### src/rtl/piano_pkg.sv
// piano_pkg: note frequency table, half-period helper and FSM states for the piano tone generator
package piano_pkg;
   localparam int NOTES = 7;
   localparam int F3 [NOTES] = '{131, 147, 165, 175, 196, 220, 247};
   typedef enum logic [1:0] {IDLE, PLAY, SUSTAIN} state_t;
   function automatic int half_base(input int clk_hz, input int n);
      return clk_hz / (2 * F3[n]);
   endfunction
endpackage

### src/rtl/piano_key_decode.sv
// piano_key_decode: priority-decodes the registered key bus into octave, note and half-period
module piano_key_decode
   import piano_pkg::*;
#(
   parameter int CLK_HZ = 100_000_000,
   parameter int OCTAVES = 3,
   localparam int OW = (OCTAVES > 1) ? $clog2(OCTAVES) : 1,
   localparam int HW = $clog2(half_base(CLK_HZ, 0) + 1)
) (
   input  logic [OCTAVES+6:0] io_q,
   output logic               key_valid,
   output logic [OW-1:0]      octave,
   output logic [2:0]         note,
   output logic [HW-1:0]      half
);
   // eighth entry pads the table so a 3-bit index never leaves it
   localparam logic [HW-1:0] HB [8] = '{
      HW'(half_base(CLK_HZ, 0)), HW'(half_base(CLK_HZ, 1)), HW'(half_base(CLK_HZ, 2)),
      HW'(half_base(CLK_HZ, 3)), HW'(half_base(CLK_HZ, 4)), HW'(half_base(CLK_HZ, 5)),
      HW'(half_base(CLK_HZ, 6)), '0};
   always_comb begin
      octave = '0;
      note = '0;
      for (int i = 0; i < OCTAVES; i++) if (io_q[7+i]) octave = OW'(i);
      for (int i = 0; i < NOTES; i++) if (io_q[i]) note = 3'(i);
      key_valid = (|io_q[OCTAVES+6:7]) && (|io_q[6:0]);
      half = HB[note] >> octave;
   end
endmodule

### src/rtl/piano_tone_gen.sv
// piano_tone_gen: square-wave tone generator with priority key select and optional release sustain
module piano_tone_gen
   import piano_pkg::*;
#(
   parameter int CLK_HZ = 100_000_000,
   parameter int OCTAVES = 3,
   parameter int SUSTAIN_CYCLES = 50_000_000
) (
   input  logic                            clk,
   input  logic                            reset,
   input  logic [OCTAVES+6:0]              IOs,
   input  logic                            sustain_en,
   output logic                            beep,
   output logic                            note_valid,
   output logic [$clog2(OCTAVES*7)-1:0]    note_idx
);
   localparam int OW = (OCTAVES > 1) ? $clog2(OCTAVES) : 1;
   localparam int CW = $clog2(half_base(CLK_HZ, 0));
   localparam int HW = $clog2(half_base(CLK_HZ, 0) + 1);
   localparam int NW = $clog2(OCTAVES * NOTES);
   localparam int SW = (SUSTAIN_CYCLES > 1) ? $clog2(SUSTAIN_CYCLES) : 1;
   state_t state, state_n;
   logic [OCTAVES+6:0] io_q;
   logic key_valid, load, tone_wrap, beep_n;
   logic [OW-1:0] octave;
   logic [2:0] note;
   logic [HW-1:0] half, half_q, half_n;
   logic [CW-1:0] cnt, cnt_n;
   logic [SW-1:0] sus_cnt, sus_n;
   logic [NW-1:0] idx, idx_n;
   piano_key_decode #(.CLK_HZ(CLK_HZ), .OCTAVES(OCTAVES)) u_dec (
      .io_q(io_q), .key_valid(key_valid), .octave(octave), .note(note), .half(half));
   assign idx = NW'(octave) * NW'(NOTES) + NW'(note);
   assign tone_wrap = cnt == CW'(half_q - 1'b1);
   // a held key only reloads when it differs from the sounding one; out of SUSTAIN any key reloads
   assign load = key_valid && (state != PLAY || idx != note_idx);
   always_comb begin
      state_n = state;
      cnt_n = tone_wrap ? '0 : cnt + 1'b1;
      beep_n = beep ^ tone_wrap;
      sus_n = sus_cnt + 1'b1;
      idx_n = note_idx;
      half_n = half_q;
      if (load) begin
         state_n = PLAY;
         cnt_n = '0;
         beep_n = 1'b1;
         idx_n = idx;
         half_n = half;
      end else if (state == IDLE) begin
         cnt_n = '0;
         beep_n = 1'b0;
      end else if (state == PLAY && !key_valid) begin
         state_n = sustain_en ? SUSTAIN : IDLE;
         beep_n = sustain_en ? beep_n : 1'b0;
         sus_n = '0;
      end else if (state == SUSTAIN && sus_cnt == SW'(SUSTAIN_CYCLES - 1)) begin
         state_n = IDLE;
         beep_n = 1'b0;
      end
   end
   always_ff @(posedge clk) begin
      if (reset) begin
         state <= IDLE;
         io_q <= '0;
         beep <= 1'b0;
         note_valid <= 1'b0;
         note_idx <= '0;
         half_q <= '0;
         cnt <= '0;
         sus_cnt <= '0;
      end else begin
         state <= state_n;
         io_q <= IOs;
         beep <= beep_n;
         note_valid <= state_n != IDLE;
         note_idx <= idx_n;
         half_q <= half_n;
         cnt <= cnt_n;
         sus_cnt <= sus_n;
      end
   end
endmodule

### config.mk
export PLATFORM = sky130hd
export DESIGN_NAME = piano_tone_gen
export DESIGN_NICKNAME = d
export VERILOG_FILES = /design/src/rtl/piano_pkg.sv /design/src/rtl/piano_key_decode.sv /design/src/rtl/piano_tone_gen.sv
export SDC_FILE = /design/constraint.sdc
export NUM_CORES = 1
export LEC_CHECK = 0
export ABC_AREA = 1
export CORE_MARGIN = 3
export CORE_UTILIZATION = 49
export CTS_BUF_LIST = sky130_fd_sc_hd__clkbuf_4 sky130_fd_sc_hd__clkbuf_8 sky130_fd_sc_hd__clkbuf_16
export DETAILED_ROUTE_END_ITERATION = 7
export HOLD_SLACK_MARGIN = 0.12
export PLACE_DENSITY = 0.67
export SETUP_SLACK_MARGIN = 0.02
export SLEW_MARGIN = 30
export SYNTH_ARGS = -nofsm -noshare
export SYNTH_HDL_FRONTEND = slang
export SYNTH_SLANG_ARGS = --single-unit
### constraint.sdc
create_clock -name clk -period 3.8 [get_ports clk]
set_input_delay 0.76 -clock clk [delete_from_list [all_inputs] [get_ports clk]]
set_output_delay 0.76 -clock clk [all_outputs]
set_load 0.05 [all_outputs]
# Word level (Yosys, flattened, before mapping)

Memory sizes are Yosys's and may differ from the RTL's.
Cells that the tools add are included.

$add $sub $neg: 4
$mul: 1
Magnitude comparators: 1
Equal/unequal tests: 6
Shift-type cells: 1
Multiplexer cells: 23
Bitwise operators: 2
Reduce and logical (&&, ||, !) cells: 11

Operator list:

| cell                    | count |
|---|---|
| $mux W26                | 3 |
| $mux W19                | 2 |
| $add A26 B1 Y26 const B | 1 |
| $eq A26 B26 Y1 const B  | 1 |
| $add A19 B1 Y19 const B | 1 |
| $eq A19 B19 Y1          | 1 |
| $shr A19 B2 Y19         | 1 |
| $sub A19 B1 Y19 const B | 1 |
| $mux W2                 | 8 |
| $mux W3                 | 3 |
| $mux W1                 | 7 |
| $reduce_or A7 Y1        | 1 |
| $add A5 B3 Y5           | 1 |
| $mul A2 B3 Y5 const B   | 1 |
| $ne A5 B5 Y1            | 1 |
| $ge A4 B4 Y1 const B    | 1 |
| $logic_and A1 B1 Y1     | 4 |
| $not A3 Y4              | 1 |
| $reduce_or A4 Y1        | 1 |
| $reduce_or A3 Y1        | 1 |
| $eq A2 B1 Y1 const B    | 1 |
| $eq A2 B2 Y1 const B    | 1 |
| $logic_not A2 Y1        | 1 |
| $ne A2 B1 Y1 const B    | 1 |
| other kinds (4)         | 4 |

Register bits after elaboration: 83
Memory bits (read-only): 152
Input bits: 13
Output and inout bits: 7
Logic and storage cells: 58
Memories: 1

Memories:

| memory           | words | bits a word | read ports | clocked after Yosys merged registers in | write ports | RTL line               | source |
|---|---|---|---|---|---|---|---|
| (name not given) | 8     | 19          | 1          | 0                                       | 0           | piano_key_decode.sv:27 | `half = HB[note] >> octave;` |

# Logic depth before layout (Yosys ltp)

Gate-level depths: netlist of run 1.

Word-level depth: 12
Depth in mapped cells: 18
Gate-level depth less buffers: 17

# Hierarchy

A second synthesis of run 1 with hierarchy kept.

Cells, all modules: 794
Area, all modules: 5151.2 sq um

Modules (own cells, without submodules):

| module           | instances | cells an instance | area an instance (sq um) | seq. area each (sq um) |
|---|---|---|---|---|
| piano_tone_gen   | 1         | 656               | 4454.3                   | 1661.6 |
| piano_key_decode | 1         | 138               | 696.9                    | 0.0 |

# Least setup slack after synthesis of run 1

Ideal clock, no wire load.

Kind: register to register
From: register io_q[2]
To: register note_idx[0]
Library setup time: 0.075 ns
Arrival: 2.865 ns
Data required time: 3.725 ns
Slack: 0.860 ns
Stages on the path, launching flop included: 17
Path buffers: 1
Period minus slack after synthesis: 2.940 ns
Cell sequence: dfxtp_1 -> nor2_1 -> inv_1 -> a21oi_1 -> inv_1 -> ha_1 -> ha_1 -> fa_1 -> inv_1 -> nand2_1 -> nand2_1 -> nor4_1 -> nand4_1 -> nand2_4 -> nand2_2 -> buf_2 -> o22ai_1

Cells in the longest elaborated chain, start to end: 9
Elaborated cells between the ends (all ways): 11
Those cells by class: 1 x add/sub; 1 x eq/ne; 5 x mux; 4 x reduce/logical

RTL lines:

| what                   | RTL line               | source |
|---|---|---|
| start, declared        | piano_tone_gen.sv:23   | `logic [OCTAVES+6:0] io_q;` |
| start signal, assigned | piano_tone_gen.sv:74   | `io_q <= IOs;` |
| $mux W2 (2 in series)  | piano_key_decode.sv:25 | `for (int i = 0; i < NOTES; i++) if (io_q[i]) note = 3'(i);` |
| $mux W3 (3 in series)  | piano_key_decode.sv:25 |  |
| $add A5 B3 Y5          | piano_tone_gen.sv:33   | `assign idx = NW'(octave) * NW'(NOTES) + NW'(note);` |
| via idx[2]             | piano_tone_gen.sv:30   | `logic [NW-1:0] idx, idx_n;` |
| $ne A5 B5 Y1           | piano_tone_gen.sv:36   | `assign load = key_valid && (state != PLAY \|\| idx != note_idx);` |
| $logic_or A1 B1 Y1     | piano_tone_gen.sv:36   |  |
| $logic_and A1 B1 Y1    | piano_tone_gen.sv:36   |  |
| end signal, assigned   | piano_tone_gen.sv:77   | `note_idx <= idx_n;` |
| end, declared          | piano_tone_gen.sv:15   | `output logic [$clog2(OCTAVES*7)-1:0] note_idx` |

The timed path passes the listed nets, and every way through them passes these cells.
A chain may end at the register's enable or synchronous reset.

# Worst setup path in the final report of run 1

From: register io_q[2]
To: register half_q[11]

Elaborated cells between the ends (all ways): 16
Those cells by class: 1 x add/sub; 1 x eq/ne; 1 x shift; 7 x mux; 1 x bitwise; 4 x reduce/logical; 1 x memory

RTL lines:

| what                  | RTL line               | source |
|---|---|---|
| $mux W2 (2 in series) | piano_key_decode.sv:25 |  |
| $mux W3 (3 in series) | piano_key_decode.sv:25 |  |
| $add A5 B3 Y5         | piano_tone_gen.sv:33   |  |
| via idx[2]            | piano_tone_gen.sv:30   |  |
| $ne A5 B5 Y1          | piano_tone_gen.sv:36   |  |
| $logic_or A1 B1 Y1    | piano_tone_gen.sv:36   |  |
| $logic_and A1 B1 Y1   | piano_tone_gen.sv:36   |  |
| end signal, assigned  | piano_tone_gen.sv:78   | `half_q <= half_n;` |
| end, declared         | piano_tone_gen.sv:27   | `logic [HW-1:0] half, half_q, half_n;` |

The timed path passes the listed nets, and every way through them passes these cells. The select of a mux whose other input is x is not followed.

==> impl_results.html, run 1 <==
<table>
<tr><th>Metric</th><th>Value</th></tr>
<tr><th colspan="2">Critical path</th></tr>
<tr><td>Endpoint kind of the worst setup timing path</td><td>flop</td></tr>
<tr><td>Worst Path Arrival</td><td>roughly 3.6 ns</td></tr>
<tr><td>Crit-path leading delay family</td><td>adder cells</td></tr>
<tr><td>Number of cells on the worst reg-to-reg path</td><td>16</td></tr>
<tr><td>R2r startpoint</td><td>io_q[2]$_SDFF_PP0_</td></tr>
<tr><td>Depth of the critical timing path with buffers and inverters included</td><td>16</td></tr>
<tr><td>Worst setup slack for register-to-register paths</td><td>0.48 ns</td></tr>
<tr><td>Worst setup path startpoint</td><td>io_q[2]$_SDFF_PP0_</td></tr>
<tr><td>Slowest cell on the critical path</td><td>fa_1</td></tr>
<tr><td>Largest stage delay on the critical path</td><td>0.50 ns</td></tr>
<tr><td>Cell breakdown of the critical path</td><td>nor2_1, inv_1, a21oi_1, inv_1, ha_1, ha_1, fa_1, inv_1, nand2_1, nand2_1, nor4_1, nand4_1, nand2_4, nor2_4, inv_1, o21ai_0</td></tr>
<tr><td>Critical path start-end classification</td><td>flop to flop</td></tr>
<tr><td>Required time at the endpoint of the critical path</td><td>a little over 4 ns</td></tr>
<tr><td>Largest driver fanout on the critical path</td><td>16</td></tr>
<tr><td>Timing endpoint of the critical path</td><td>half_q[11]$_SDFFE_PP0P_</td></tr>
<tr><td>Most common cell type on the critical path</td><td>inv_1</td></tr>
<tr><td>WP buf/inv</td><td>4</td></tr>
<tr><td>Startpoint type of the worst setup path</td><td>flop</td></tr>
<tr><td>Reg-to-Reg End</td><td>half_q[11]$_SDFFE_PP0P_</td></tr>
<tr><th colspan="2">STA</th></tr>
<tr><td>Setup ws final</td><td>approximately 0.48 ns</td></tr>
<tr><td>Worst slew pin tran</td><td>0.551 ns</td></tr>
<tr><td>FMAX</td><td>roughly 300 MHz</td></tr>
<tr><td>Hold Violations, Final</td><td>0</td></tr>
<tr><td>RSZ-0062 raised after global routing</td><td>false</td></tr>
<tr><td>Final period utilization</td><td>87.4%</td></tr>
<tr><td>Post-layout minimum cycle time</td><td>3.32 ns</td></tr>
<tr><td>Total negative slack for setup checks</td><td>0 ns</td></tr>
<tr><td>Number of max-slew violations in the final report</td><td>0</td></tr>
<tr><td>Setup-violating endpoint count in the final report</td><td>0</td></tr>
<tr><td>Setup clock skew after layout</td><td>roughly 0.011 ns</td></tr>
<tr><td>Worst Hold Slack</td><td>0.463 ns</td></tr>
<tr><td>Slew Limit Headroom</td><td>between 60% and 70%</td></tr>
<tr><th colspan="2">Synth</th></tr>
<tr><td>Share of the yosys chip area belonging to registers</td><td>between 30% and 40%</td></tr>
<tr><td>Share of async-settable or async-resettable flops after synthesis</td><td>0%</td></tr>
<tr><td>Top_reg_cell synth</td><td>dfxtp_1</td></tr>
<tr><td>Flops &amp; latches, synth</td><td>83</td></tr>
<tr><td>Most frequent cells after synthesis</td><td>nand2_1, inv_1, nor2_1</td></tr>
<tr><td>Total standard cell area after synthesis</td><td>4840 um^2</td></tr>
<tr><td>Top post-synthesis cells by area</td><td>dfxtp_1, nand2_1, inv_1, nor2_1, nand3_1</td></tr>
<tr><td>Number of instances in the synthesized netlist</td><td>712</td></tr>
<tr><td>Synth Area per Inst</td><td>just under 7 um^2</td></tr>
<tr><td>Count of synthesis-stage warnings from yosys</td><td>0</td></tr>
<tr><td>Nets in the synthesized netlist</td><td>739</td></tr>
<tr><td>Proportion of netlist area held by the largest area contributor</td><td>between 30% and 40%</td></tr>
<tr><td>Most common cell in the synthesized netlist</td><td>nand2_1</td></tr>
<tr><td>Cell type with the highest aggregate area in the netlist</td><td>dfxtp_1</td></tr>
<tr><td>Number of flops mapped to enable cells by yosys</td><td>0</td></tr>
<tr><td>Count of different cell masters after synthesis</td><td>42</td></tr>
<tr><th colspan="2">Final layout</th></tr>
<tr><td>Final Util</td><td>a little under three fifths</td></tr>
<tr><td>Layout cells sized above 1</td><td>under 10%</td></tr>
<tr><td>Diode count</td><td>0</td></tr>
<tr><td>P&amp;R area growth vs syn</td><td>11.6%</td></tr>
<tr><td>Final instance count without filler cells</td><td>roughly 860</td></tr>
<tr><td>Post-Layout Inst Area</td><td>roughly 5400 um^2</td></tr>
<tr><td>Nets</td><td>~760</td></tr>
<tr><th colspan="2">GRT</th></tr>
<tr><td>Vias in the first global route</td><td>between 4000 and 5000</td></tr>
<tr><td>Largest net degree at the start of global routing</td><td>24</td></tr>
<tr><td>GR Overflow Total</td><td>0</td></tr>
<tr><td>Initial antenna violation count</td><td>0</td></tr>
<tr><td>Global-route wire length before repair</td><td>about 19000 um</td></tr>
<tr><td>Overall global routing resource usage</td><td>roughly a fifth</td></tr>
<tr><th colspan="2">Place</th></tr>
<tr><td>Hpwl dp</td><td>~8300 um</td></tr>
<tr><td>Number of cells after detailed placement</td><td>848</td></tr>
<tr><td>Placed instance area</td><td>5140 um^2</td></tr>
<tr><td>DP Worst Slack</td><td>0.492 ns</td></tr>
<tr><td>PortBufs</td><td>19</td></tr>
<tr><td>Weighted congestion reported at the end of routability-driven placement</td><td>0.950</td></tr>
<tr><th colspan="2">Route</th></tr>
<tr><td>Detailed-routing iteration count for the pre-antenna-repair pass</td><td>5</td></tr>
<tr><td>Total vias in the final route</td><td>~4400</td></tr>
<tr><td>Antenna violation net count after detailed routing</td><td>0</td></tr>
<tr><td>Number of vias per cell</td><td>5.11</td></tr>
<tr><td>DRT Wirelength</td><td>between 10000 and 15000 um</td></tr>
<tr><td>Post-DR wirelength/cell</td><td>roughly 13 um</td></tr>
<tr><td>Post-route DRC violation count</td><td>0</td></tr>
<tr><td>Drt first-iter violations</td><td>~240</td></tr>
<tr><th colspan="2">CTS</th></tr>
<tr><td>Clock root buffer</td><td>clkbuf_8</td></tr>
<tr><td>CTS hold repair buffers</td><td>0</td></tr>
<tr><td>Clock latency of the later-clocked register in the worst-skew pair</td><td>between 0.3 and 0.4 ns</td></tr>
<tr><td>H-tree depth</td><td>3</td></tr>
<tr><td>Setup Fix Bufs, Post-CTS</td><td>0</td></tr>
<tr><td>CTS Buf Count</td><td>9</td></tr>
<tr><td>Worst-path clk slew</td><td>~0.090 ns</td></tr>
<tr><td>Clock tree from TritonCTS</td><td>done</td></tr>
<tr><td>Number of gates resized after CTS</td><td>0</td></tr>
<tr><td>Num Clock Sinks</td><td>between 80 and 90</td></tr>
<tr><td>Number of buffers on the longest clock path</td><td>2</td></tr>
<tr><th colspan="2">Floorplan</th></tr>
<tr><td>Die height</td><td>~110 um</td></tr>
<tr><td>Effective utilization at floorplan</td><td>51.4%</td></tr>
<tr><td>Area of the core region</td><td>approximately 9400 um^2</td></tr>
<tr><td>Overall die width</td><td>between 100 and 150 um</td></tr>
<tr><td>Area of the die</td><td>11100 um^2</td></tr>
<tr><td>Ports</td><td>20</td></tr>
<tr><td>Placement Rows</td><td>35</td></tr>
<tr><th colspan="2">Flow run</th></tr>
<tr><td>Max-cap violation count</td><td>0</td></tr>
<tr><th colspan="2">Pwr</th></tr>
<tr><td>Total power per unit cell area</td><td>~450 nW/um^2</td></tr>
<tr><td>Largest vdd supply drop</td><td>~0.24 mV</td></tr>
<tr><td>Leakage power total</td><td>2.27 nW</td></tr>
<tr><td>Power, Total</td><td>approximately 2.4 mW</td></tr>
<tr><th colspan="2">Min path</th></tr>
<tr><td>HP Class</td><td>flop to flop</td></tr>
<tr><td>Min-Delay Startpoint</td><td>sus_cnt[0]$_SDFF_PP0_</td></tr>
<tr><th colspan="2">Run status</th></tr>
<tr><td>Status</td><td>finished, final reports clean</td></tr>
</table>
==> report_power, final <==
| part | switching (mW) | internal, mW | leakage [nW] | total, mW |
|---|---|---|---|---|
| logic | 0.393 | 0.213 | 1.46 | 0.606 |
| registers | 0.0511 | 0.918 | 0.677 | 0.969 |
| clock network | 0.339 | 0.513 | 0.131 | 0.852 |
| total | 0.783 | 1.64 | 2.27 | 2.43 |
==> metal layers <==
metal | wire length (um) | vias up | track usage [%]
li1 | - | 2300 | -
met1 | 5470 | 2005 | 28.0
met2 | 4840 | 90 | 33.5
met3 | 404 | 16 | 3.37
met4 | 152 | 0 | 5.81
met5 | 0 | - | 0
==> cell type report <==
| class | count | area (um^2) |
|---|---|---|
| sequential | 83 | 1660 |
| inverter | 115 | 432 |
| clock inverter | 6 | 136 |
| tap | 129 | 161 |
| multi-input combinational | 500 | 2680 |
| timing repair buffer | 21 | 205 |
| clock buffer | 10 | 131 |
| fill | 934 | 4010 |
==> cell usage in the layout (no fill, tap or decap), types with 5 or more instances in the layout <==
cell type and count:
a21oi_1 19, clkbuf_8 9, clkdlybuf4s50_1 19, dfxtp_1 83, ha_1 13, inv_1 112, nand2_1 133, nand3_1 46
nand4_1 15, nor2_1 109, nor2_2 8, nor2_4 5, nor3_1 16, o21ai_0 33, o22ai_1 16, xnor2_1 24
xor2_1 24
==> logic make-up (layout without fill, tap and decap cells) <==
kind of cell / after synthesis / after routing / share of synthesized area [%]
xor+xnor: 48 / 48 / 8.68
simple gates: 353 / 353 / 32.9
mux: 1 / 1 / 0.207
compound gates: 84 / 84 / 9.74
flops: 83 / 83 / 34.3
buf+inv: 129 / 152 / 10.4
fa+ha+maj: 14 / 14 / 3.77
==> worst min-delay path by stage <==
stage	to	slack, ns	cells past startpoint
after floorplan	sus_cnt[0]$_SDFF_PP0_	0.41	1
after global placement	sus_cnt[0]$_SDFF_PP0_	0.42	1
after detailed placement	sus_cnt[0]$_SDFF_PP0_	0.45	1
after CTS	sus_cnt[0]$_SDFF_PP0_	0.47	1
after global routing	sus_cnt[0]$_SDFF_PP0_	0.50	1
final	sus_cnt[0]$_SDFF_PP0_	0.46	1
==> registers in the layout (all words and copies together) (netlist names) <==
signal / count
beep: 1
note_idx: 5
note_valid: 1
half_q: 19
cnt: 19
sus_cnt: 26
state: 2
io_q: 10
Note: power is estimated with default switching activity, not from simulation.
==> run 2, diff against run 1 <==
Settings changed: CORE_UTILIZATION 49 to 35, PLACE_DENSITY 0.67 to unset, PLACE_DENSITY_LB_ADDON set to 0.15.
==> impl_results.html, run 2 (synthesized netlist as in run 1, its figures left out) <==
<table>
<tr><th>Metric</th><th>Value</th></tr>
<tr><th colspan="2">Final layout</th></tr>
<tr><td>Diode count</td><td>0 (unchanged)</td></tr>
<tr><td>Flip-flop count of the largest register after layout</td><td>26 (unchanged)</td></tr>
<tr><td>Nets</td><td>759 (+0.26%)</td></tr>
<tr><td>Reg with most FFs</td><td>sus_cnt</td></tr>
<tr><td>P&amp;R area growth vs syn</td><td>13.8%</td></tr>
<tr><td>Most common cell after layout, fill and taps aside</td><td>nand2_1</td></tr>
<tr><td>Highest-count cells in the layout ignoring fill and taps</td><td>nand2_1, inv_1, nor2_1</td></tr>
<tr><td>Largest registers</td><td>sus_cnt (26), cnt (19), half_q (19)</td></tr>
<tr><td>Layout cells sized above 1</td><td>6.24% (+0.26 points)</td></tr>
<tr><td>Final instance count without filler cells</td><td>913 (+5.7%)</td></tr>
<tr><th colspan="2">Route</th></tr>
<tr><td>Drt first-iter violations</td><td>295 (+25%)</td></tr>
<tr><td>DRT Wirelength</td><td>11300 um (+4.0%)</td></tr>
<tr><td>Total vias in the final route</td><td>4364 (-1.1%)</td></tr>
<tr><td>Detailed-routing iteration count for the pre-antenna-repair pass</td><td>5 (unchanged)</td></tr>
<tr><td>Post-DR wirelength/cell</td><td>12.4 um (-1.6%)</td></tr>
<tr><td>Antenna violation net count after detailed routing</td><td>0 (unchanged)</td></tr>
<tr><td>Number of vias per cell</td><td>4.78 (-6.4%)</td></tr>
<tr><td>Post-route DRC violation count</td><td>0 (unchanged)</td></tr>
<tr><th colspan="2">Place</th></tr>
<tr><td>PortBufs</td><td>19 (unchanged)</td></tr>
<tr><td>Number of cells after detailed placement</td><td>897 (+5.8%)</td></tr>
<tr><td>Hpwl dp</td><td>8750 um (+4.9%)</td></tr>
<tr><td>Weighted congestion reported at the end of routability-driven placement</td><td>0.899 (-5.4%)</td></tr>
<tr><td>DP Worst Slack</td><td>0.503 ns (+0.0103 ns)</td></tr>
<tr><th colspan="2">STA</th></tr>
<tr><td>Setup ws final</td><td>0.492 ns (+0.0138 ns)</td></tr>
<tr><td>Worst Hold Slack</td><td>0.443 ns (-0.0208 ns)</td></tr>
<tr><td>Setup clock skew after layout</td><td>0.00861 ns (-0.00225 ns)</td></tr>
<tr><td>Final period utilization</td><td>87.0% (-0.36 points)</td></tr>
<tr><td>Setup-violating endpoint count in the final report</td><td>0 (unchanged)</td></tr>
<tr><td>RSZ-0062 raised after global routing</td><td>false</td></tr>
<tr><td>FMAX</td><td>302 MHz (+0.42%)</td></tr>
<tr><td>Total negative slack for setup checks</td><td>0 ns (unchanged)</td></tr>
<tr><td>Hold Violations, Final</td><td>0 (unchanged)</td></tr>
<tr><td>Slew Limit Headroom</td><td>65.8% (+2.6 points)</td></tr>
<tr><td>Number of max-slew violations in the final report</td><td>0 (unchanged)</td></tr>
<tr><td>Worst slew pin tran</td><td>0.511 ns (-0.0392 ns)</td></tr>
<tr><td>Post-layout minimum cycle time</td><td>3.31 ns (-0.0138 ns)</td></tr>
<tr><th colspan="2">Critical path</th></tr>
<tr><td>Largest driver fanout on the critical path</td><td>16 (unchanged)</td></tr>
<tr><td>Startpoint type of the worst setup path</td><td>flop</td></tr>
<tr><td>Endpoint kind of the worst setup timing path</td><td>flop</td></tr>
<tr><td>Largest stage delay on the critical path</td><td>0.50 ns (about the same)</td></tr>
<tr><td>Worst Path Arrival</td><td>3.53 ns (-0.03 ns)</td></tr>
<tr><td>Reg-to-Reg End</td><td>half_q[11]$_SDFFE_PP0P_</td></tr>
<tr><td>Most common cell type on the critical path</td><td>inv_1</td></tr>
<tr><td>Worst setup path startpoint</td><td>io_q[2]$_SDFF_PP0_</td></tr>
<tr><td>Number of cells on the worst reg-to-reg path</td><td>16 (unchanged)</td></tr>
<tr><td>Required time at the endpoint of the critical path</td><td>4.02 ns (-0.02 ns)</td></tr>
<tr><td>Timing endpoint of the critical path</td><td>half_q[11]$_SDFFE_PP0P_</td></tr>
<tr><td>Worst setup slack for register-to-register paths</td><td>0.49 ns (about the same)</td></tr>
<tr><td>R2r startpoint</td><td>io_q[2]$_SDFF_PP0_</td></tr>
<tr><td>Slowest cell on the critical path</td><td>fa_1</td></tr>
<tr><td>Critical path start-end classification</td><td>flop to flop</td></tr>
<tr><td>Cell breakdown of the critical path</td><td>nor2_1, inv_1, a21oi_1, inv_1, ha_1, ha_1, fa_1, inv_1, nand2_1, nand2_1, nor4_1, nand4_1, nand2_4, nor2_4, inv_1, o21ai_0</td></tr>
<tr><th colspan="2">GRT</th></tr>
<tr><td>Global-route wire length before repair</td><td>19200 um (+0.47%)</td></tr>
<tr><td>Overall global routing resource usage</td><td>15.8% (-4.7 points)</td></tr>
<tr><td>Initial antenna violation count</td><td>0 (unchanged)</td></tr>
<tr><td>Largest net degree at the start of global routing</td><td>25 (+4.2%)</td></tr>
<tr><td>Vias in the first global route</td><td>4094 (-4.2%)</td></tr>
<tr><td>GR Overflow Total</td><td>0 (unchanged)</td></tr>
<tr><th colspan="2">CTS</th></tr>
<tr><td>H-tree depth</td><td>3 (unchanged)</td></tr>
<tr><td>Clock root buffer</td><td>clkbuf_16</td></tr>
<tr><td>Worst-path clk slew</td><td>0.06 ns (-0.03 ns)</td></tr>
<tr><td>Clock tree from TritonCTS</td><td>done</td></tr>
<tr><td>Setup Fix Bufs, Post-CTS</td><td>0 (unchanged)</td></tr>
<tr><td>CTS hold repair buffers</td><td>0 (unchanged)</td></tr>
<tr><td>Number of gates resized after CTS</td><td>0 (unchanged)</td></tr>
<tr><td>Num Clock Sinks</td><td>83 (unchanged)</td></tr>
<tr><td>Clock latency of the later-clocked register in the worst-skew pair</td><td>0.35 ns (about the same)</td></tr>
<tr><td>CTS Buf Count</td><td>9 (unchanged)</td></tr>
<tr><td>Number of buffers on the longest clock path</td><td>2 (unchanged)</td></tr>
<tr><th colspan="2">Flow run</th></tr>
<tr><td>Max-cap violation count</td><td>0 (unchanged)</td></tr>
<tr><th colspan="2">Pwr</th></tr>
<tr><td>Leakage power total</td><td>2.29 nW (+1.1%)</td></tr>
<tr><td>Largest vdd supply drop</td><td>0.222 mV (-5.6%)</td></tr>
<tr><td>Total power per unit cell area</td><td>447 nW/um^2 (-0.46%)</td></tr>
<tr><th colspan="2">Min path</th></tr>
<tr><td>Min-Delay Startpoint</td><td>sus_cnt[0]$_SDFF_PP0_</td></tr>
<tr><td>HP Class</td><td>flop to flop</td></tr>
<tr><th colspan="2">Floorplan</th></tr>
<tr><td>Overall die width</td><td>124 um (+17%)</td></tr>
<tr><td>Effective utilization at floorplan</td><td>36.1% (-15 points)</td></tr>
<tr><td>Area of the core region</td><td>13400 um^2 (+42%)</td></tr>
<tr><td>Ports</td><td>20 (unchanged)</td></tr>
<tr><td>Placement Rows</td><td>42 (+20%)</td></tr>
<tr><td>Die height</td><td>124 um (+17%)</td></tr>
<tr><td>Area of the die</td><td>15300 um^2 (+38%)</td></tr>
<tr><th colspan="2">Run status</th></tr>
<tr><td>Status</td><td>finished, final reports clean</td></tr>
</table>
-- run 2: through the flow --
| step | area [um^2] | power, mW | utilization, % |
|---|---|---|---|
| final | 5510 | 2.46 | 41.1 |
| after global routing | 5510 | 2.62 | 41.1 |
| after CTS | 5510 | 2.50 | 41.1 |
| after detailed placement | 5210 | 1.60 | 38.9 |
| after global placement | 5210 | 1.60 | 38.9 |
| after floorplan | 4840 | 1.45 | - |
-- run 2: worst max-delay path, delay by kind of cell (launching register included) --
| kind | cells | cell delay [ns] |
|---|---|---|
| adder cells (fa/ha/maj) | 3 | 1.01 |
| flip-flops | 1 | 0.31 |
| AND/OR/NAND/NOR | 7 | 0.94 |
| buffers and inverters | 4 | 0.55 |
| AO/OA/AOI/OAI | 2 | 0.37 |
-- run 2: worst min path at each step --
stage / to / slack, ns / cells past startpoint
floorplan: sus_cnt[0]$_SDFF_PP0_ / 0.41 / 1
global placement: sus_cnt[0]$_SDFF_PP0_ / 0.43 / 1
detailed placement: sus_cnt[0]$_SDFF_PP0_ / 0.44 / 1
CTS: sus_cnt[0]$_SDFF_PP0_ / 0.45 / 1
global route: sus_cnt[0]$_SDFF_PP0_ / 0.46 / 1
finish: sus_cnt[0]$_SDFF_PP0_ / 0.44 / 1
-- run 2: power by group --
group	total [mW]	switching [mW]	internal, mW
combinational	0.611	0.397	0.214
sequential	0.971	0.0521	0.919
clock	0.880	0.362	0.517
-- run 2: area by class of cell --
type / count / area (um^2)
clock buffers: 10 / 233
fillers: 1409 / 7890
clock inverters: 6 / 65.1
repair buffers: 23 / 220
well taps: 176 / 220
flip-flops and latches: 83 / 1660
inverters: 115 / 432
multi-input cells: 500 / 2680
-- run 2: metal layers --
| metal | share of wire [%] | vias to the layer above | GRT usage [%] |
|---|---|---|---|
| met5 | 0 | - | 0 |
| li1 | - | 2314 | - |
| met4 | 1.2 | 0 | 6.57 |
| met3 | 4.2 | 14 | 2.91 |
| met1 | 51 | 1948 | 22.0 |
| met2 | 44 | 88 | 23.9 |
==> run 3, diff against run 2 <==
Settings changed: CORE_UTILIZATION 35 to 55, GPL_ROUTABILITY_DRIVEN set to 1.
Clock period 3.8 ns to 2.9 ns, I/O delays scaled along.
==> impl_results.html, run 3 (synthesized netlist as in run 1, its figures left out) <==
<table>
<tr><th>Metric</th><th>Value</th></tr>
<tr><th colspan="2">Floorplan</th></tr>
<tr><td>Overall die width</td><td>99.8 um (-19%)</td></tr>
<tr><td>Placement Rows</td><td>33 (-21%)</td></tr>
<tr><td>Die height</td><td>99.8 um (-19%)</td></tr>
<tr><td>Ports</td><td>20 (unchanged)</td></tr>
<tr><td>Area of the core region</td><td>8380 um^2 (-37%)</td></tr>
<tr><td>Area of the die</td><td>9970 um^2 (-35%)</td></tr>
<tr><td>Effective utilization at floorplan</td><td>57.8% (+22 points)</td></tr>
<tr><th colspan="2">CTS</th></tr>
<tr><td>Clock root buffer</td><td>clkbuf_8</td></tr>
<tr><td>Number of buffers on the longest clock path</td><td>2 (unchanged)</td></tr>
<tr><td>H-tree depth</td><td>3 (unchanged)</td></tr>
<tr><td>Num Clock Sinks</td><td>83 (unchanged)</td></tr>
<tr><td>Clock latency of the later-clocked register in the worst-skew pair</td><td>0.35 ns (about the same)</td></tr>
<tr><td>CTS Buf Count</td><td>9 (unchanged)</td></tr>
<tr><td>Clock tree from TritonCTS</td><td>done</td></tr>
<tr><td>Worst-path clk slew</td><td>0.08 ns (+0.02 ns)</td></tr>
<tr><th colspan="2">Final layout</th></tr>
<tr><td>Area of combinational cells with multiple inputs</td><td>2730 um^2 (+1.9%)</td></tr>
<tr><td>Final instance count without filler cells</td><td>858 (-6.0%)</td></tr>
<tr><td>Post-Layout Inst Area</td><td>5560 um^2 (+0.95%)</td></tr>
<tr><td>Highest-count cells in the layout ignoring fill and taps</td><td>nand2_1, inv_1, nor2_1</td></tr>
<tr><td>Diode count</td><td>0 (unchanged)</td></tr>
<tr><td>Layout cells sized above 1</td><td>10.4% (+4.1 points)</td></tr>
<tr><td>Most common cell after layout, fill and taps aside</td><td>nand2_1</td></tr>
<tr><td>Flip-flop count of the largest register after layout</td><td>26 (unchanged)</td></tr>
<tr><td>Largest registers</td><td>sus_cnt (26), cnt (19), half_q (19)</td></tr>
<tr><td>P&amp;R area growth vs syn</td><td>14.9%</td></tr>
<tr><td>Nets</td><td>775 (+2.1%)</td></tr>
<tr><td>Layout filler cell count</td><td>738 (-48%)</td></tr>
<tr><td>Sequential cell area</td><td>1660 um^2 (about the same)</td></tr>
<tr><td>Reg with most FFs</td><td>sus_cnt</td></tr>
<tr><th colspan="2">STA</th></tr>
<tr><td>Final period utilization</td><td>97.6% (+11 points)</td></tr>
<tr><td>RSZ-0062 raised after global routing</td><td>true</td></tr>
<tr><td>FMAX</td><td>353 MHz (+17%)</td></tr>
<tr><td>Setup-violating endpoint count in the final report</td><td>0 (unchanged)</td></tr>
<tr><td>Worst slew pin tran</td><td>0.576 ns (+0.0644 ns)</td></tr>
<tr><td>Slew Limit Headroom</td><td>61.2% (-4.6 points)</td></tr>
<tr><td>Setup ws final</td><td>0.0703 ns (-0.422 ns)</td></tr>
<tr><td>Post-layout minimum cycle time</td><td>2.83 ns (-0.478 ns)</td></tr>
<tr><td>Setup clock skew after layout</td><td>0.0101 ns (+0.00149 ns)</td></tr>
<tr><td>Hold Violations, Final</td><td>0 (unchanged)</td></tr>
<tr><td>Number of max-slew violations in the final report</td><td>0 (unchanged)</td></tr>
<tr><th colspan="2">Pwr</th></tr>
<tr><td>Proportion of total power due to net switching</td><td>33.2% (+0.21 points)</td></tr>
<tr><td>Internal</td><td>2.05 mW (+24%)</td></tr>
<tr><td>Largest vdd supply drop</td><td>0.287 mV (+29%)</td></tr>
<tr><td>Proportion of power drawn by combinational gates</td><td>28.0% (+3.2 points)</td></tr>
<tr><td>Leakage power total</td><td>2.36 nW (+2.9%)</td></tr>
<tr><td>Net switching power of the design</td><td>1.02 mW (+25%)</td></tr>
<tr><td>Sequential cell fraction of total power</td><td>41.4% (+2.0 points)</td></tr>
<tr><td>Total power per unit cell area</td><td>551 nW/um^2 (+23%)</td></tr>
<tr><td>Relative contribution of the clock network to total power</td><td>30.6% (-5.1 points)</td></tr>
<tr><td>Power, Total</td><td>3.07 mW (+25%)</td></tr>
<tr><th colspan="2">Route</th></tr>
<tr><td>Number of vias per cell</td><td>5.24 (+9.6%)</td></tr>
<tr><td>Post-route DRC violation count</td><td>0 (unchanged)</td></tr>
<tr><td>Post-DR wirelength/cell</td><td>12.6 um (+1.7%)</td></tr>
<tr><td>DRT Wirelength</td><td>10800 um (-4.4%)</td></tr>
<tr><td>Total vias in the final route</td><td>4494 (+3.0%)</td></tr>
<tr><td>Antenna violation net count after detailed routing</td><td>0 (unchanged)</td></tr>
<tr><td>Detailed-routing iteration count for the pre-antenna-repair pass</td><td>5 (unchanged)</td></tr>
<tr><td>Drt first-iter violations</td><td>249 (-16%)</td></tr>
<tr><th colspan="2">Place</th></tr>
<tr><td>DP Worst Slack</td><td>-0.133 ns (-0.635 ns)</td></tr>
<tr><td>PortBufs</td><td>19 (unchanged)</td></tr>
<tr><td>Weighted congestion reported at the end of routability-driven placement</td><td>0.899 (about the same)</td></tr>
<tr><td>Placed instance area</td><td>5250 um^2 (+0.67%)</td></tr>
<tr><td>Number of cells after detailed placement</td><td>837 (-6.7%)</td></tr>
<tr><td>Hpwl dp</td><td>8400 um (-4.0%)</td></tr>
<tr><th colspan="2">Critical path</th></tr>
<tr><td>Cell breakdown of the critical path</td><td>nor2_4, inv_2, a21oi_2, inv_1, ha_1, ha_2, fa_1, inv_2, nand2_1, nand2_1, nor4_2, nand4_1, nand2_4, nor2_4, buf_12, nand2_1, o21ai_0</td></tr>
<tr><td>Worst setup slack for register-to-register paths</td><td>0.07 ns (-0.42 ns)</td></tr>
<tr><td>Reg-to-Reg End</td><td>half_q[9]$_SDFFE_PP0P_</td></tr>
<tr><td>Startpoint type of the worst setup path</td><td>flop</td></tr>
<tr><td>Largest stage delay on the critical path</td><td>0.51 ns (about the same)</td></tr>
<tr><td>Number of cells on the worst reg-to-reg path</td><td>17 (+1)</td></tr>
<tr><td>Worst Path Arrival</td><td>3.06 ns (-0.47 ns)</td></tr>
<tr><td>Required time at the endpoint of the critical path</td><td>3.13 ns (-0.89 ns)</td></tr>
<tr><td>Slowest cell on the critical path</td><td>fa_1</td></tr>
<tr><td>Most common cell type on the critical path</td><td>nand2_1</td></tr>
<tr><td>Endpoint kind of the worst setup timing path</td><td>flop</td></tr>
<tr><td>Largest driver fanout on the critical path</td><td>14 (-2)</td></tr>
<tr><td>R2r startpoint</td><td>io_q[3]$_SDFF_PP0_</td></tr>
<tr><td>Critical path start-end classification</td><td>flop to flop</td></tr>
<tr><th colspan="2">Flow run</th></tr>
<tr><td>Max-cap violation count</td><td>0 (unchanged)</td></tr>
<tr><th colspan="2">Min path</th></tr>
<tr><td>HP Class</td><td>flop to flop</td></tr>
<tr><td>Instance count along the most critical hold path</td><td>1 (unchanged)</td></tr>
<tr><td>Min-Delay Startpoint</td><td>sus_cnt[0]$_SDFF_PP0_</td></tr>
<tr><td>Hold path endpoint</td><td>sus_cnt[0]$_SDFF_PP0_</td></tr>
<tr><th colspan="2">GRT</th></tr>
<tr><td>GR Overflow Total</td><td>0 (unchanged)</td></tr>
<tr><td>Largest net degree at the start of global routing</td><td>20 (-20%)</td></tr>
<tr><td>Vias in the first global route</td><td>4124 (+0.73%)</td></tr>
<tr><td>Global-route wire length before repair</td><td>18300 um (-4.7%)</td></tr>
<tr><td>Initial antenna violation count</td><td>0 (unchanged)</td></tr>
<tr><td>Overall global routing resource usage</td><td>22.5% (+6.7 points)</td></tr>
<tr><th colspan="2">Run status</th></tr>
<tr><td>Status</td><td>finished, final reports clean</td></tr>
</table>
run 3: worst max path at each step:
stage                                  start  cells after the start  slack, ns                        to
final                     io_q[3]$_SDFF_PP0_                     17       0.07    half_q[9]$_SDFFE_PP0P_
after global routing      io_q[3]$_SDFF_PP0_                     17      -0.17    half_q[4]$_SDFFE_PP0P_
after CTS                 io_q[3]$_SDFF_PP0_                     17     -0.006    half_q[2]$_SDFFE_PP0P_
after detailed placement  io_q[2]$_SDFF_PP0_                     15      -0.13    half_q[5]$_SDFFE_PP0P_
after floorplan           io_q[9]$_SDFF_PP0_                     15      0.008  note_idx[2]$_SDFFE_PP0P_
after global placement    io_q[2]$_SDFF_PP0_                     15       0.01    half_q[5]$_SDFFE_PP0P_
run 3: area by class of cell:
class	count	area share [%]
Clock inverter	5	1.53
Clock buffer	11	2.61
Tap cell	105	2.36
Multi-Input combinational cell	500	49.1
Sequential cell	83	29.9
Timing Repair Buffer	39	6.79
Inverter	115	7.76
run 3: critical path: cells and delay by family (launching register included):
family / cells / cell delay (ns)
AO/OA/AOI/OAI: 2 / 0.20
adder cells (fa/ha/maj): 3 / 0.98
buffers and inverters: 4 / 0.31
flip-flops: 1 / 0.34
AND/OR/NAND/NOR: 8 / 0.88
run 3: power groups by stage:
stage	registers, mW	logic (mW)	clock network (mW)
3_3_place_gp	1.29	0.810	0
5_1_grt	1.28	0.970	0.997
6_report	1.27	0.859	0.937
4_1_cts	1.27	0.840	0.956
3_5_place_dp	1.30	0.828	0
2_1_floorplan	1.32	0.583	0
run 3: routing by layer:
layer  wire length (um)  track usage [%]  vias up  part of all wire, %
met3                466             4.59       21                  4.3
met5                  0                0        -                    0
met1               5170             29.7     2032                   48
li1                   -                -     2348                    -
met4                259             7.88        0                  2.4
met2               4900             36.6       93                   45
run 3: timing repair:
action	CTS	global route
buffers inserted	3	2
pin swaps	6	4
endpoints found under the setup margin	47	47
gates resized for setup	11	13
hold buffers	0	0
run 3: through the flow:
stage / hold WS [ns] / TNS, ns / util, %
floorplan: 0.413 / 0 / -
global placement: 0.419 / 0 / 62.6
detailed placement: 0.435 / -2.18 / 62.6
CTS: 0.451 / -0.0154 / 65.8
global route: 0.487 / -6.75 / 66.4
finish: 0.450 / 0 / 66.4
